===== config.mk =====
export PLATFORM = sky130hd
export DESIGN_NAME = fp_cvt_sched
export DESIGN_NICKNAME = d
export VERILOG_FILES = /design/src/rtl/fp_cvt_sched_pkg.sv /design/src/rtl/fp_cvt_s2t_core.sv /design/src/rtl/fp_cvt_sched.sv
export SDC_FILE = /design/constraint.sdc
export NUM_CORES = 1
export LEC_CHECK = 0
export ABC_AREA = 1
export ABC_CLOCK_PERIOD_IN_PS = 5300
export BUFFER_PORTS_ARGS = -buffer_cell sky130_fd_sc_hd__buf_2
export CAP_MARGIN = 20
export CORE_MARGIN = 3
export CORE_UTILIZATION = 49
export DETAILED_ROUTE_END_ITERATION = 7
export PLACE_DENSITY = 0.86
export SYNTH_ARGS = -nofsm -noshare
export SYNTH_HDL_FRONTEND = slang
export SYNTH_SLANG_ARGS = --single-unit

===== constraint.sdc =====
create_clock -name clk -period 5.3 [get_ports clk]
set_input_delay 0.265 -clock clk [delete_from_list [all_inputs] [get_ports clk]]
set_output_delay 0.265 -clock clk [all_outputs]
set_load 0.01 [all_outputs]

===== src/rtl/fp_cvt_sched_pkg.sv =====
// fp_cvt_sched_pkg
// Shared definitions for the FP32 -> FP96 conversion scheduler:
//   - field widths of the FP32 and FP96 formats
//   - exponent biases and the re-bias delta between the two formats
//   - packed struct views of both formats
//   - small helper that left-aligns an FP32 significand into FP96
package fp_cvt_sched_pkg;

  localparam int FP32_EXP_W = 8;
  localparam int FP32_SIG_W = 23;
  localparam int FP96_EXP_W = 15;
  localparam int FP96_SIG_W = 80;

  localparam logic [FP32_EXP_W-1:0] FP32_BIAS    = 8'h7F;
  localparam logic [FP96_EXP_W-1:0] FP96_BIAS    = 15'h3FFF;
  // 0x3FFF - 0x7F = 0x3F80; added to a biased FP32 exponent it yields the
  // biased FP96 exponent. The largest finite input (0xFE) stays below 0x7FFF.
  localparam logic [FP96_EXP_W-1:0] FP_BIAS_DELTA = FP96_BIAS - {7'd0, FP32_BIAS};

  localparam logic [FP32_EXP_W-1:0] FP32_EXP_MAX = '1;
  localparam logic [FP96_EXP_W-1:0] FP96_EXP_MAX = '1;

  typedef struct packed {
    logic                  sign;
    logic [FP32_EXP_W-1:0] exp;
    logic [FP32_SIG_W-1:0] sig;
  } fp32_t;

  typedef struct packed {
    logic                  sign;
    logic [FP96_EXP_W-1:0] exp;
    logic [FP96_SIG_W-1:0] sig;
  } fp96_t;

  // FP32 fraction placed at the top of the FP96 fraction field, zero padded.
  function automatic logic [FP96_SIG_W-1:0] widen_sig(input logic [FP32_SIG_W-1:0] s);
    return {s, {(FP96_SIG_W-FP32_SIG_W){1'b0}}};
  endfunction

endpackage


===== src/rtl/fp_cvt_s2t_core.sv =====
// fp_cvt_s2t_core
// Purely combinational FP32 -> FP96 widening conversion.
//   a_i        FP32 operand
//   y_o        FP96 result {sign, exp[14:0], sig[79:0]}
//   invalid_o  set when a signalling NaN was quieted
// Optional feature macro: FPCVT_SNAN_QUIET_EN
//   defined   : SNaN inputs get sig[79] forced to 1 and invalid_o = 1
//   undefined : NaN payload passed through unmodified, invalid_o = 0
// Zero and FP32 denormals flush to a signed zero.
module fp_cvt_s2t_core
  import fp_cvt_sched_pkg::*;
(
  input  logic [31:0] a_i,
  output logic [95:0] y_o,
  output logic        invalid_o
);

  fp32_t in_s;
  fp96_t res_s;
  logic  inv_s;

  assign in_s = fp32_t'(a_i);

  always_comb begin
    res_s      = '0;
    inv_s      = 1'b0;
    res_s.sign = in_s.sign;
    if (in_s.exp == FP32_EXP_MAX) begin
      // Inf / NaN: saturate the exponent, keep the payload bits.
      res_s.exp = FP96_EXP_MAX;
      res_s.sig = widen_sig(in_s.sig);
`ifdef FPCVT_SNAN_QUIET_EN
      // Signalling NaN: nonzero payload with the quiet bit clear.
      if ((in_s.sig != '0) && !in_s.sig[FP32_SIG_W-1]) begin
        res_s.sig[FP96_SIG_W-1] = 1'b1;
        inv_s                   = 1'b1;
      end
`endif
    end else if (in_s.exp == '0) begin
      res_s.exp = '0;
      res_s.sig = '0;
    end else begin
      res_s.exp = {7'd0, in_s.exp} + FP_BIAS_DELTA;
      res_s.sig = widen_sig(in_s.sig);
    end
  end

  assign y_o       = res_s;
  assign invalid_o = inv_s;

endmodule


===== src/rtl/fp_cvt_sched.sv =====
// fp_cvt_sched
// Round-robin scheduler sharing one FP32 -> FP96 converter among NREQ
// requesters, with a two-stage pipeline (A: capture, B: converted result).
// Parameters: NREQ (2..8), TAGW, IDW = $clog2(NREQ).
// Ports:
//   clk, rst       clock, synchronous active-high reset
//   req_valid      per-requester request present
//   req_data       per-requester FP32 operand
//   req_tag        per-requester opaque tag
//   req_ready      one-hot grant (or zero)
//   out_valid      result available
//   out_ready      consumer accepts result
//   out_data       FP96 result
//   out_id         requester that issued the result
//   out_tag        tag of that request
//   out_invalid    signalling-NaN flag (FPCVT_SNAN_QUIET_EN)
//   busy           any pipeline stage occupied
// Optional feature macro: FPCVT_SNAN_QUIET_EN (handled in fp_cvt_s2t_core).
//
// Handshake: a transfer happens on a port in any cycle where valid & ready
// are both high at the rising clock edge. Producers hold valid and payload
// stable until the transfer; ready may depend combinationally on valid, but
// valid must never depend on ready. out_* stay stable while
// out_valid & !out_ready.
module fp_cvt_sched
  import fp_cvt_sched_pkg::*;
#(
  parameter int NREQ = 4,
  parameter int TAGW = 4,
  parameter int IDW  = $clog2(NREQ)
) (
  input  logic                      clk,
  input  logic                      rst,
  input  logic [NREQ-1:0]           req_valid,
  input  logic [NREQ-1:0][31:0]     req_data,
  input  logic [NREQ-1:0][TAGW-1:0] req_tag,
  output logic [NREQ-1:0]           req_ready,
  output logic                      out_valid,
  input  logic                      out_ready,
  output logic [95:0]               out_data,
  output logic [IDW-1:0]            out_id,
  output logic [TAGW-1:0]           out_tag,
  output logic                      out_invalid,
  output logic                      busy
);

  // ---------------- state ----------------
  logic [IDW-1:0]  last_gnt_q, last_gnt_d;
  logic            va_q, va_d;
  logic [31:0]     a_data_q;
  logic [TAGW-1:0] a_tag_q;
  logic [IDW-1:0]  a_id_q;
  logic            vb_q, vb_d;
  logic [95:0]     out_data_q;
  logic [IDW-1:0]  out_id_q;
  logic [TAGW-1:0] out_tag_q;
  logic            out_inv_q;

  // ---------------- flow control ----------------
  logic ready_b, ready_a;
  assign ready_b = !vb_q || out_ready;
  assign ready_a = !va_q || ready_b;

  // ---------------- arbitration ----------------
  // Search starts just after the last granted requester, so the most
  // recently served one has lowest priority. Reset points last_gnt at
  // NREQ-1, making requester 0 the first in line.
  logic           gnt_found;
  logic [IDW-1:0] gnt_idx;
  logic [IDW-1:0] arb_idx;
  logic           xfer;

  always_comb begin
    gnt_found = 1'b0;
    gnt_idx   = '0;
    arb_idx   = '0;
    for (int k = 1; k <= NREQ; k++) begin
      arb_idx = IDW'((int'(last_gnt_q) + k) % NREQ);
      if (!gnt_found && req_valid[arb_idx]) begin
        gnt_found = 1'b1;
        gnt_idx   = arb_idx;
      end
    end
  end

  // No grant is offered while reset is asserted.
  assign xfer = gnt_found && ready_a && !rst;

  always_comb begin
    req_ready = '0;
    if (xfer) req_ready[gnt_idx] = 1'b1;
  end

  // Pointer moves only on a real transfer; idle cycles leave it alone.
  assign last_gnt_d = xfer ? gnt_idx : last_gnt_q;
  assign va_d       = ready_a ? xfer : va_q;
  assign vb_d       = ready_b ? va_q : vb_q;

  // ---------------- conversion ----------------
  logic [95:0] conv_data;
  logic        conv_inv;

  fp_cvt_s2t_core u_core (
    .a_i       (a_data_q),
    .y_o       (conv_data),
    .invalid_o (conv_inv)
  );

  // ---------------- registers ----------------
  always_ff @(posedge clk) begin
    if (rst) begin
      last_gnt_q <= IDW'(NREQ-1);
      va_q       <= 1'b0;
      a_data_q   <= '0;
      a_tag_q    <= '0;
      a_id_q     <= '0;
      vb_q       <= 1'b0;
      out_data_q <= '0;
      out_id_q   <= '0;
      out_tag_q  <= '0;
      out_inv_q  <= 1'b0;
    end else begin
      last_gnt_q <= last_gnt_d;
      va_q       <= va_d;
      vb_q       <= vb_d;
      if (xfer) begin
        a_data_q <= req_data[gnt_idx];
        a_tag_q  <= req_tag[gnt_idx];
        a_id_q   <= gnt_idx;
      end
      // Result registers load only when stage B is free to take a new
      // entry, which keeps out_* frozen under backpressure.
      if (ready_b && va_q) begin
        out_data_q <= conv_data;
        out_id_q   <= a_id_q;
        out_tag_q  <= a_tag_q;
        out_inv_q  <= conv_inv;
      end
    end
  end

  // ---------------- outputs ----------------
  assign out_valid   = vb_q;
  assign out_data    = out_data_q;
  assign out_id      = out_id_q;
  assign out_tag     = out_tag_q;
  assign out_invalid = out_inv_q;
  assign busy        = va_q || vb_q;

endmodule


==> flow_metrics.tcl, run 1 <==
set metrics [dict create \
    critical_path.reg2reg.endpoint "a_data_q[1]" \
    switching_power_uw 1800 \
    synth.ff_latch_count 81 \
    rsz0062_at_grt "false" \
    post-route-util 0.607 \
    ys_warn_count 0 \
    outcome "finished, final reports clean" \
    synth_compound_area_frac 0.0781 \
    synth_mux_area_frac 0 \
    cellInternalPower_uw 1760 \
    yosys-top-cells-area "sky130_fd_sc_hd__dfxtp_1 34%, sky130_fd_sc_hd__nand3_1 20%, sky130_fd_sc_hd__nand2_1 16%, sky130_fd_sc_hd__buf_4 12%, sky130_fd_sc_hd__o21ai_0 4.0%" \
    tritoncts_num_sinks 81 \
    gr-total-overflow 0 \
    die_height_um 105 \
    drtIter0Drc 352 \
    setup.worst_path.end_class "output pin" \
    detailedPlace.worstSlack_ps 1320 \
    irDropWorstVdd_uv 754 \
    path_max_fanout 47 \
    die_x_um 105 \
    first_pass_iters 5 \
    yosysTopAreaCell "sky130_fd_sc_hd__dfxtp_1" \
    route.detailed.wl_per_inst_um 13.2 \
    power.density_nw_per_um2 628 \
    num_vias 5208 \
    routabilityCongestion 0.866 \
    viasPerCell 5.09 \
    rows 35 \
    worstSetupPathType "reg -> out" \
    antenna-diode-count 0 \
    critical_path_arrival_ps 3270 \
    period_share 0.668 \
    ys_seq_area_frac 0.341 \
    post_cts_resized 0 \
    net_switching_share_of_the_total_power 0.505 \
    fill_cells 929 \
    area.sequential_um2 1620 \
    remaining_drc_errors 0 \
    multiInputGateArea_um2 2580 \
    synth_simple_gate_area_share 0.413 \
    fraction_of_final_layout_cells_sized_beyond_drive_strength_1 0.265 \
    reg2reg_slack_ps 1900 \
    clock_root_buffer "sky130_fd_sc_hd__clkbuf_8" \
    share_comb_of_total_power 0.613 \
    tritoncts "built" \
    worst_hold_slack_ps 214 \
    grt_max_degree 74 \
    cts_buffer_depth 2 \
    power.share.sequential 0.266 \
    initial_core_util 0.510 \
    die_footprint_um2 10900 \
    hold_violations 0 \
    insertion_delay_ps 340 \
    hold_end "out_data[93]" \
    first_global_vias 4468 \
    synth_area_per_cell_um2 6.49 \
    grt_first_pass_wirelength_mm 21.3 \
    finalNetCount 1041 \
    netlist.area_leader.share 0.341 \
    synthAdderAreaFrac 0 \
    routed_wirelength_mm 13.5 \
    cts_post_setup_buffers_inserted 0 \
    timing.hold.worst_path_depth 2 \
    clkSlewWorstSetupHoldPaths_ps 80 \
    syn_area_um2 4760 \
    worst_slack_ps 1760 \
    worst_min_path_class "in -> reg" \
    netlist-cell-type-count 26 \
    slew_viol_final 0 \
    portBuffers 201 \
    max_cap_viol_count 0 \
    fin_crit_ps 3540 \
    timing_worst_slew_pin_value_ps 1060 \
    antenna_violating_nets_post_route 0 \
    timing.hold.worst.start "rst" \
    synth_top_family_by_area "simple AND/OR/NAND/NOR gates" \
    final.setup_skew_ps 12.2 \
    syn-instance-count 734 \
    max_transition_margin 0.294 \
    cp-startpoint "last_gnt_q[0]" \
    achievable-frequency_ghz 0.283 \
    totalNegativeSetupSlack_ps 0 \
    i_o_pins 260 \
    core_area_um2 9330 \
    worst_setup_path_start_kind "flip-flop" \
    area_delta_synth_final_pct 18.9 \
    initial_antenna_violation_count 0 \
    worst_r2r_path_depth 13 \
    timing.critical_path.required_ps 5040 \
    post-dp-hpwl_mm 9.34 \
    cts_hold_buffers_added 0 \
    numCtsBuffers 9 \
    static-leakage-power_uw 0.00302 \
    synthXorXnorAreaFrac 0 \
    h-tree-depth 3 \
    worstReg2RegStart "last_gnt_q[0]" \
    grt_usage 0.231 \
    power_frac_clock 0.121 \
    setup_violations 0 \
]
## routing by layer
layer  GRT usage  share of wire  vias up
li1            -              -     2617
met1       0.283           0.41     2361
met2       0.412           0.50      212
met3      0.0531          0.079       18
met4      0.0515          0.011        0
met5           0              0        -
## stage by stage
step | std cells | total power [uW] | cell area (um2)
6_report | 1024 | 3560 | 5660
5_1_grt | 1024 | 3910 | 5660
4_1_cts | 1023 | 3560 | 5640
3_5_place_dp | 1007 | 3120 | 5450
3_3_place_gp | 1007 | 3070 | 5450
2_1_floorplan | 791 | 2700 | 4970
## flip-flops by register name, indices dropped and copies added (netlist names)
| register | cells |
|---|---|
| out_id | 2 |
| out_tag | 4 |
| a_id_q | 2 |
| out_data | 33 |
| a_data_q | 32 |
| out_valid | 1 |
| last_gnt_q | 2 |
| va_q | 1 |
| a_tag_q | 4 |
## layout make-up
| class | count | area share |
|---|---|---|
| Clock buffer | 11 | 0.0232 |
| Clock inverter | 5 | 0.00995 |
| Inverter | 17 | 0.0113 |
| Multi-Input combinational cell | 576 | 0.455 |
| Sequential cell | 81 | 0.287 |
| Tap cell | 129 | 0.0285 |
| Timing Repair Buffer | 205 | 0.185 |
## worst max-delay path, cell delays in order (launching register included)
cell	delay (ps)
sky130_fd_sc_hd__dfxtp_1	610
sky130_fd_sc_hd__inv_2	130
sky130_fd_sc_hd__nand2_1	120
sky130_fd_sc_hd__nand2_2	80
sky130_fd_sc_hd__nand2_1	60
sky130_fd_sc_hd__nand2_1	80
sky130_fd_sc_hd__nor2_4	180
sky130_fd_sc_hd__nand4_4	400
sky130_fd_sc_hd__nand2_2	840
sky130_fd_sc_hd__inv_2	140
sky130_fd_sc_hd__nor2_1	130
sky130_fd_sc_hd__buf_2	140
## worst max-delay path by stage
stage / endpoint / slack [ps]
after floorplan: req_ready[2] / 3310
after global placement: a_data_q[31] / 1410
after detailed placement: a_data_q[1] / 1320
after CTS: req_ready[1] / 1110
after global routing: req_ready[3] / 1400
final: req_ready[1] / 1760
## cell usage after synthesis
| cell | instances |
|---|---|
| sky130_fd_sc_hd__buf_2 | 9 |
| sky130_fd_sc_hd__o21a_1 | 1 |
| sky130_fd_sc_hd__o21ai_2 | 1 |
| sky130_fd_sc_hd__inv_1 | 13 |
| sky130_fd_sc_hd__inv_2 | 4 |
| sky130_fd_sc_hd__nand4_4 | 1 |
| sky130_fd_sc_hd__nand2_1 | 209 |
| sky130_fd_sc_hd__buf_4 | 74 |
| sky130_fd_sc_hd__dfxtp_1 | 81 |
| sky130_fd_sc_hd__buf_6 | 1 |
| sky130_fd_sc_hd__a211oi_1 | 1 |
| sky130_fd_sc_hd__a31oi_1 | 2 |
| sky130_fd_sc_hd__buf_1 | 8 |
| sky130_fd_sc_hd__or2_2 | 1 |
| sky130_fd_sc_hd__clkbuf_1 | 25 |
| sky130_fd_sc_hd__a21oi_1 | 27 |
| sky130_fd_sc_hd__nand2_2 | 5 |
| sky130_fd_sc_hd__nor3_1 | 3 |
| sky130_fd_sc_hd__nor2_1 | 34 |
| sky130_fd_sc_hd__nand4_1 | 4 |
| sky130_fd_sc_hd__o21ai_0 | 38 |
| sky130_fd_sc_hd__o21ai_1 | 2 |
| sky130_fd_sc_hd__nor4_1 | 1 |
| sky130_fd_sc_hd__nand3_1 | 187 |
| sky130_fd_sc_hd__conb_1 | 1 |
| sky130_fd_sc_hd__nor2_4 | 1 |
## layout by cell type, fill, tap and decap left out, types with 2 or more instances in the layout
cell type / synthesis / routed
sky130_fd_sc_hd__clkbuf_1: 25 / 2
sky130_fd_sc_hd__clkbuf_8: 0 / 9
sky130_fd_sc_hd__buf_4: 74 / 3
sky130_fd_sc_hd__o21ai_0: 38 / 38
sky130_fd_sc_hd__nor3_1: 3 / 3
sky130_fd_sc_hd__a21oi_1: 27 / 27
sky130_fd_sc_hd__clkinv_2: 0 / 2
sky130_fd_sc_hd__nand4_1: 4 / 4
sky130_fd_sc_hd__conb_1: 1 / 58
sky130_fd_sc_hd__a31oi_1: 2 / 2
sky130_fd_sc_hd__nor2_1: 34 / 32
sky130_fd_sc_hd__inv_1: 13 / 12
sky130_fd_sc_hd__inv_2: 4 / 5
sky130_fd_sc_hd__o21ai_1: 2 / 2
sky130_fd_sc_hd__dfxtp_1: 81 / 81
sky130_fd_sc_hd__nand3_1: 187 / 186
sky130_fd_sc_hd__nor2_4: 1 / 3
sky130_fd_sc_hd__nand2_2: 5 / 6
sky130_fd_sc_hd__buf_2: 9 / 201
sky130_fd_sc_hd__nand2_1: 209 / 208
## logic make-up after synthesis
logic type      count (synthesis)
other cells                     1
simple gates                  446
buf+inv                       134
compound gates                 72
flops                          81
## power groups by stage
stage                     Sequential, uW  Clock [uW]  Combinational, uW
after floorplan                      965           0               1740
after global placement               953           0               2110
after CTS                            947         443               2170
final                                947         430               2180
after global routing                 974         470               2460
after detailed placement             958           0               2170
Note: power is estimated with default switching activity, not from simulation.
==> inputs of run 2 (changes only) <==
--- a/config.mk
+++ b/config.mk
@@ -6,13 +6,13 @@
 export NUM_CORES = 1
 export LEC_CHECK = 0
 export ABC_AREA = 1
-export ABC_CLOCK_PERIOD_IN_PS = 5300
+export ABC_CLOCK_PERIOD_IN_PS = 3600
 export BUFFER_PORTS_ARGS = -buffer_cell sky130_fd_sc_hd__buf_2
 export CAP_MARGIN = 20
 export CORE_MARGIN = 3
-export CORE_UTILIZATION = 49
+export CORE_UTILIZATION = 45
 export DETAILED_ROUTE_END_ITERATION = 7
-export PLACE_DENSITY = 0.86
+export PLACE_DENSITY = 0.8
 export SYNTH_ARGS = -nofsm -noshare
 export SYNTH_HDL_FRONTEND = slang
 export SYNTH_SLANG_ARGS = --single-unit
==> constraint.sdc (replaced) <==
create_clock -name clk -period 3.6 [get_ports clk]
set_input_delay 0.18 -clock clk [delete_from_list [all_inputs] [get_ports clk]]
set_output_delay 0.18 -clock clk [all_outputs]
set_load 0.01 [all_outputs]
==> flow_metrics.tcl, run 2 (synthesized netlist as in run 1, its figures left out) <==
set metrics [dict create \
    finalNetCount 1047 \
    h-tree-depth 3 \
    antenna_violating_nets_post_route 0 \
    power.density_nw_per_um2 942 \
    worstSetupPathType "reg -> out" \
    fin_crit_ps 3040 \
    first_pass_iters 5 \
    routabilityCongestion 0.783 \
    die_height_um 109 \
    hold_violations 0 \
    tritoncts "built" \
    initial_core_util 0.474 \
    portBuffers 201 \
    setup_violations 0 \
    i_o_pins 260 \
    fill_cells 1050 \
    viasPerCell 4.95 \
    final.setup_skew_ps 7.45 \
    initial_antenna_violation_count 0 \
    rows 36 \
    clkSlewWorstSetupHoldPaths_ps 90 \
    layout.cells.most_common "sky130_fd_sc_hd__nand2_1" \
    timing_worst_slew_pin_value_ps 883 \
    achievable-frequency_ghz 0.329 \
    antenna-diode-count 0 \
    irDropWorstVdd_uv 658 \
    period_share 0.844 \
    route.detailed.wl_per_inst_um 13.4 \
    post-dp-hpwl_mm 9.91 \
    worst_setup_path_start_kind "flip-flop" \
    clock_root_buffer "sky130_fd_sc_hd__clkbuf_8" \
    grt_max_degree 73 \
    grt_usage 0.222 \
    setup.worst_path.end_class "output pin" \
    post_cts_resized 0 \
    area_delta_synth_final_pct 20.3 \
    flip_flop_count_of_the_largest_register_all_copies_and_words_added 33 \
    drtIter0Drc 284 \
    routed_wirelength_mm 13.8 \
    cts_post_setup_buffers_inserted 0 \
    cts_hold_buffers_added 0 \
    die_footprint_um2 11800 \
    static-leakage-power_uw 0.00305 \
    die_x_um 109 \
    first_global_vias 4411 \
    remaining_drc_errors 0 \
    worst_min_path_class "in -> reg" \
    tritoncts_num_sinks 81 \
    postLayoutCellArea_um2 5730 \
    most-common-layout-cells "208 x sky130_fd_sc_hd__nand2_1, 201 x sky130_fd_sc_hd__buf_2, 186 x sky130_fd_sc_hd__nand3_1" \
    numCtsBuffers 9 \
    critical_path_arrival_ps 2860 \
    max_cap_viol_count 0 \
    rsz0062_at_grt "false" \
    insertion_delay_ps 340 \
    fraction_of_final_layout_cells_sized_beyond_drive_strength_1 0.271 \
    slew_viol_final 0 \
    totalNegativeSetupSlack_ps 0 \
    outcome "finished, final reports clean" \
    max_transition_margin 0.411 \
    num_vias 5122 \
    timing.critical_path.required_ps 3420 \
    cts_buffer_depth 2 \
    path_max_fanout 37 \
    core_area_um2 10000 \
    worst_hold_slack_ps 124 \
    grt_first_pass_wirelength_mm 20.9 \
    placed_area_um2 5510 \
    gr-total-overflow 0 \
]
run 2: path summary, 6_finish.rpt:
check | start | to | slack, ps | cells past startpoint
worst max-delay path | last_gnt_q[0] | req_ready[3] | 560 | 10
worst min-delay path | rst | out_data[93] | 120 | 2
worst max register to register | last_gnt_q[0] | a_tag_q[3] | 960 | 13
worst min register to register | a_data_q[31] | a_data_q[31] | 450 | 2
run 2: stage by stage:
step | setup slack (ps) | power (uW) | instances | utilization
2_1_floorplan | 1700 | 3980 | 791 | -
3_3_place_gp | 1040 | 4630 | 1018 | 0.548
3_5_place_dp | 902 | 4690 | 1018 | 0.548
4_1_cts | 516 | 5420 | 1034 | 0.570
5_1_grt | 178 | 5950 | 1034 | 0.570
6_report | 562 | 5390 | 1034 | 0.570
run 2: cell type report:
| cell class | instances | area, um2 | share of cell area |
|---|---|---|---|
| clock buffer | 10 | 128 | 0.0223 |
| multi-input combinational | 576 | 2580 | 0.450 |
| timing repair buffer | 211 | 1080 | 0.189 |
| sequential | 81 | 1620 | 0.283 |
| clock inverter | 6 | 90.1 | 0.0157 |
| tap | 133 | 166 | 0.0291 |
| inverter | 17 | 63.8 | 0.0111 |
run 2: power by group:
group | total, uW | switching, uW | internal [uW] | leakage [uW]
clock network | 727 | 332 | 395 | 0.000107
logic | 3280 | 2200 | 1080 | 0.00228
registers | 1390 | 175 | 1210 | 0.000672
total | 5390 | 2700 | 2690 | 0.00305
run 2: worst max-delay path: stages, from the launching register on:
cell                      delay (ps)
sky130_fd_sc_hd__dfxtp_1         620
sky130_fd_sc_hd__inv_2           130
sky130_fd_sc_hd__nand2_1          90
sky130_fd_sc_hd__nand2_1          60
sky130_fd_sc_hd__nand2_1         100
sky130_fd_sc_hd__inv_1            40
sky130_fd_sc_hd__a31oi_1         220
sky130_fd_sc_hd__nand3_2         730
sky130_fd_sc_hd__nand2_1         330
sky130_fd_sc_hd__nor2_1           60
sky130_fd_sc_hd__buf_2           140
run 2: per-layer routing:
metal / global-route usage / part of all wire / up-vias
met1: 0.275 / 0.42 / 2276
met3: 0.0586 / 0.075 / 10
li1: - / - / 2634
met2: 0.382 / 0.49 / 202
met5: 0 / 0 / -
met4: 0.0559 / 0.0088 / 0
